$ cat src/rtl/lsu.sv
// Per-thread load/store unit: issues one LDR or STR to the data-memory
// controller over a valid/ready handshake and reports progress to the scheduler.
module lsu #(
  parameter int DATA_BITS = 8,
  parameter int ADDR_BITS = 8
) (
  input  logic                 clock,
  input  logic                 reset,
  input  logic                 enable,
  input  logic [2:0]           core_state,
  input  logic                 decoded_mem_read_enable,
  input  logic                 decoded_mem_write_enable,
  input  logic [7:0]           rs,
  input  logic [7:0]           rt,
  output logic                 mem_read_valid,
  output logic [ADDR_BITS-1:0] mem_read_address,
  input  logic                 mem_read_ready,
  input  logic [DATA_BITS-1:0] mem_read_data,
  output logic                 mem_write_valid,
  output logic [ADDR_BITS-1:0] mem_write_address,
  output logic [DATA_BITS-1:0] mem_write_data,
  input  logic                 mem_write_ready,
  output logic [1:0]           lsu_state,
  output logic [DATA_BITS-1:0] lsu_out
);

  localparam logic [2:0] CS_REQUEST = 3'b011;
  localparam logic [2:0] CS_UPDATE  = 3'b110;

  typedef enum logic [1:0] {
    IDLE       = 2'b00,
    REQUESTING = 2'b01,
    WAITING    = 2'b10,
    DONE       = 2'b11
  } lsu_state_e;

  lsu_state_e           state_q, state_d;
  logic                 ld_q, ld_d;           // current op is a load
  logic                 rd_vld_q, rd_vld_d;
  logic                 wr_vld_q, wr_vld_d;
  logic [ADDR_BITS-1:0] rd_addr_q, rd_addr_d;
  logic [ADDR_BITS-1:0] wr_addr_q, wr_addr_d;
  logic [DATA_BITS-1:0] wr_data_q, wr_data_d;
  logic [DATA_BITS-1:0] out_q, out_d;

  // Next-state and registered-output logic; everything holds while enable is low.
  always_comb begin
    state_d   = state_q;
    ld_d      = ld_q;
    rd_vld_d  = rd_vld_q;
    wr_vld_d  = wr_vld_q;
    rd_addr_d = rd_addr_q;
    wr_addr_d = wr_addr_q;
    wr_data_d = wr_data_q;
    out_d     = out_q;
    if (enable) begin
      unique case (state_q)
        IDLE: begin
          if (core_state == CS_REQUEST &&
              (decoded_mem_read_enable || decoded_mem_write_enable)) begin
            state_d = REQUESTING;
            // Read wins when both enables are set.
            ld_d    = decoded_mem_read_enable;
          end
        end
        REQUESTING: begin
          // Operands are only valid one edge after REQUEST, so issue here.
          if (ld_q) begin
            rd_vld_d  = 1'b1;
            rd_addr_d = rs[ADDR_BITS-1:0];
          end else begin
            wr_vld_d  = 1'b1;
            wr_addr_d = rs[ADDR_BITS-1:0];
            wr_data_d = DATA_BITS'(rt);
          end
          state_d = WAITING;
        end
        WAITING: begin
          // Only the ready matching the outstanding request completes it.
          if (ld_q && mem_read_ready) begin
            out_d    = mem_read_data;
            rd_vld_d = 1'b0;
            state_d  = DONE;
          end else if (!ld_q && mem_write_ready) begin
            wr_vld_d = 1'b0;
            state_d  = DONE;
          end
        end
        DONE: begin
          if (core_state == CS_UPDATE) state_d = IDLE;
        end
        default: state_d = IDLE;
      endcase
    end
  end

  // State and output registers with synchronous reset.
  always_ff @(posedge clock) begin
    if (reset) begin
      state_q   <= IDLE;
      ld_q      <= 1'b0;
      rd_vld_q  <= 1'b0;
      wr_vld_q  <= 1'b0;
      rd_addr_q <= '0;
      wr_addr_q <= '0;
      wr_data_q <= '0;
      out_q     <= '0;
    end else begin
      state_q   <= state_d;
      ld_q      <= ld_d;
      rd_vld_q  <= rd_vld_d;
      wr_vld_q  <= wr_vld_d;
      rd_addr_q <= rd_addr_d;
      wr_addr_q <= wr_addr_d;
      wr_data_q <= wr_data_d;
      out_q     <= out_d;
    end
  end

  assign lsu_state         = state_q;
  assign mem_read_valid    = rd_vld_q;
  assign mem_read_address  = rd_addr_q;
  assign mem_write_valid   = wr_vld_q;
  assign mem_write_address = wr_addr_q;
  assign mem_write_data    = wr_data_q;
  assign lsu_out           = out_q;

endmodule

$ cat config.mk
export PLATFORM = sky130hd
export DESIGN_NAME = lsu
export DESIGN_NICKNAME = d
export VERILOG_FILES = /design/src/rtl/lsu.sv
export SDC_FILE = /design/constraint.sdc
export NUM_CORES = 1
export LEC_CHECK = 0
export CORE_ASPECT_RATIO = 1.1
export CORE_UTILIZATION = 36
export DETAILED_ROUTE_END_ITERATION = 16
export PLACE_DENSITY = 0.81
export SYNTH_ARGS = -nofsm -noshare
export SYNTH_HDL_FRONTEND = slang
export SYNTH_SLANG_ARGS = --single-unit
$ cat constraint.sdc
create_clock -name clock -period 1.3 [get_ports clock]
set_clock_uncertainty 0.15 [all_clocks]
set_input_delay 0.13 -clock clock [delete_from_list [all_inputs] [get_ports clock]]
set_output_delay 0.13 -clock clock [all_outputs]
set_load 0.03 [all_outputs]
==> results of run 1 <==
worst register-to-register path, stage by stage, from the launching register on:
cell and delay, ns:
dfxtp_4 0.39, inv_6 0.09, ha_4 0.16, nand2_2 0.05, nor3_2 0.13, mux2i_1 0.21, nor2_1 0.06
cell usage after synthesis, types with 3 or more instances:
cell     number  share of area
nand2_1      70           0.18
dfxtp_1      37           0.49
a21oi_1      25          0.084
a21oi_2      10          0.059
ha_1          4          0.033
nor2_1        4          0.010
buf_2         3          0.010
inv_1         3         0.0075
nand3_1       3          0.010
cell usage in the layout (no fill, tap or decap), drive strengths merged:
cell type	synthesis	routed
o21ai	3	3
clkbuf	1	26
nand2	70	70
ha	4	4
mux2i	2	2
nor2	4	4
a221oi	1	1
a21oi	35	35
inv	3	3
buf	7	22
nor3	1	1
clkdlybuf4s50	0	30
nand4	2	2
and3	1	2
clkinv	0	2
clkdlybuf4s15	0	13
nand3	3	3
nand3b	2	2
and2	1	1
a21boi	1	1
dlymetal6s2s	0	3
nor2b	1	1
dfxtp	37	37
a31o	1	1
power by group through the flow:
stage | registers (W) | clock network [W] | logic [W]
detailed placement | 0.00120 | 0 | 0.000344
floorplan | 0.00124 | 0 | 0.000106
global placement | 0.00119 | 0 | 0.000340
global route | 0.00118 | 0.000841 | 0.000410
CTS | 0.00117 | 0.000777 | 0.000346
finish | 0.00117 | 0.000748 | 0.000384
cells by family (layout without fill, tap and decap cells):
group,Yosys count,in the layout,share of synthesized area
flip-flops,37,37,0.495
multiplexers,2,2,0.0134
buffers and inverters,11,99,0.0485
adder cells (fa/ha/maj),4,4,0.0334
AO/OA/AOI/OAI,41,41,0.176
AND/OR/NAND/NOR,85,86,0.234
final timing paths:
| path | from | end | slack, ns | depth (start not counted) |
|---|---|---|---|---|
| max | lsu_state[0]$_SDFFE_PP0P_ | ld_q$_SDFFE_PP0P_ | -0.05 | 6 |
| min | core_state[0] | lsu_state[0]$_SDFFE_PP0P_ | 0.19 | 5 |
| max reg2reg | lsu_state[0]$_SDFFE_PP0P_ | ld_q$_SDFFE_PP0P_ | -0.05 | 6 |
| min reg2reg | mem_read_address[0]$_SDFFE_PP0P_ | mem_read_address[0]$_SDFFE_PP0P_ | 0.31 | 2 |
state kept, by name (all words and copies together) (netlist names):
name	flops
mem_write_address	8
mem_read_address	8
mem_write_valid	1
mem_write_data	8
ld_q	1
mem_read_valid	1
lsu_out	8
lsu_state	2
per-layer routing:
layer,up-vias,share of wire,global-route usage
li1,773,-,-
met1,676,0.44,0.201
met2,49,0.50,0.294
met3,2,0.055,0.0576
met4,0,0.0033,0.0455
met5,-,0,0
per-stage QoR:
stage	setup TNS (ns)	instance area (um^2)
final	-0.432	2640
after global routing	-2.17	2640
after CTS	-0.0468	2510
after detailed placement	-8.27	2410
after global placement	-7.11	2410
after floorplan	-1.25	1570
what timing repair did:
action	in CTS	in global routing
gates resized for setup	56	73
gates cloned	0	3
endpoints found under the setup margin	44	54
pin swaps	2	19
layout make-up:
class	instances	area, um^2	area share
inverters	3	21.3	0.00805
multi-input cells	133	902	0.341
repair buffers	88	822	0.311
clock buffers	6	72.6	0.0275
well taps	52	65.1	0.0246
flip-flops and latches	37	749	0.284
clock inverters	2	10.0	0.00379
==> results.toml, run 1 <==
[global_routing]
antenna_found_initial = 0
grt.total_usage = 0.171
grt_overflow = 0
grt_max_degree = 24
grt_pass1_wl_um = 6000
grt_pass1_vias = 1378

[clock_network]
clock-sinks = 37
cts_max_level = 2
postCtsSetupBuffers = 0
clkLatencyLatePin_ns = 0.28
cts-root-buf = "clkbuf_8"
cts_tree = "done"
clockBufferDepth = 2
cts_buffers = 5
path_clk_slew_ns = 0.07
cts_hold_buf = 0

[floorplan]
start_util = 0.378
rows = 24
ios = 70
die_w_um = 63.5
die_y_um = 69.6
core_area_um2 = 3960
die_area_um2 = 4420

[pwr]
intPower_w = 0.00173
ir_drop_uv = 762
p_comb_frac = 0.167
power_density_nw_per_um2 = 873
power.leakage_nw = 1.01
p_clk_frac = 0.324
report.power.total_w = 0.00231
pwr-share-seq = 0.509
swShare = 0.251
switchingPower_w = 0.000579

[critical_path]
worst_path_dominant_cell_family = "flip-flops"
crit_fanout = 4
cp_cell_sequence = "inv_6, ha_4, nand2_2, nor3_2, mux2i_1, nor2_1"
crit_arrival_ns = 1.36
critPathLaunchType = "flop"
critPathBufInv = 1
crit_type = "reg2reg"
end_kind = "flop"
slowest_delay_ns = 0.39
worst_path_max_delay_cell = "dfxtp_4"
crit_required_ns = 1.32

[placement]
dp.cells = 310
gp_congestion = 0.725
post-place-ws_ns = -0.274
dpl.hpwl_um = 2630
portBuffers = 69

[routing]
first_pass_iters = 5
drc = 0
drtIter0Drc = 43
ant_nets = 0
vias = 1500
viasPerCell = 4.67
routed_wl_um = 3920
wire_per_inst_um = 12.2

[sta]
drv_slew = 0
final.setup.worst_slack_ns = -0.0451
fmax_ghz = 0.743
max-slew-margin-rel = 0.801
rsz0062_at_grt = "true"
setup_viol = 21
period_share = 1.03
final-hold-violation-count = 0
period_minus_slack_ns = 1.35
worstMarginPinSlew_ns = 0.299
whs_ns = 0.187

[cells_and_area]
drive_gt1_frac = 0.424
finish.utilization = 0.667
nNetsFinal = 306
n_fill_cell = 340
instances_no_fill = 321
antenna_cells = 0
area_growth_syn_to_layout_pct = 76.6

[yosys]
synth_ff_type = "dfxtp_1"
avgSynthCellArea_um2 = 8.31
yosysUniqueCellTypes = 25
yosys_register_bits = 37
synth_area_um2 = 1500
yosysWarningCount = 0
synth_cells = 180
synth_edf_count = 0
async_reset_ff_frac = 0
synth_nets = 218
ys_seq_area_frac = 0.495

[job]
max_cap_violations = 0

[worst_hold_path]
min_path_type = "in2reg"

[outcome]
status = "finished, violations left"
violations = "negative setup slack"
Note: power is estimated with default switching activity, not from simulation.
==> inputs of run 2 (changes only) <==
--- a/config.mk
+++ b/config.mk
@@ -7,6 +7,7 @@
 export LEC_CHECK = 0
 export CORE_ASPECT_RATIO = 1.1
 export CORE_UTILIZATION = 36
+export CTS_CLUSTER_SIZE = 12
 export DETAILED_ROUTE_END_ITERATION = 16
 export PLACE_DENSITY = 0.81
 export SYNTH_ARGS = -nofsm -noshare
==> results of run 2 <==
The final DEF is identical to that of run 1; final timing and power are the same.
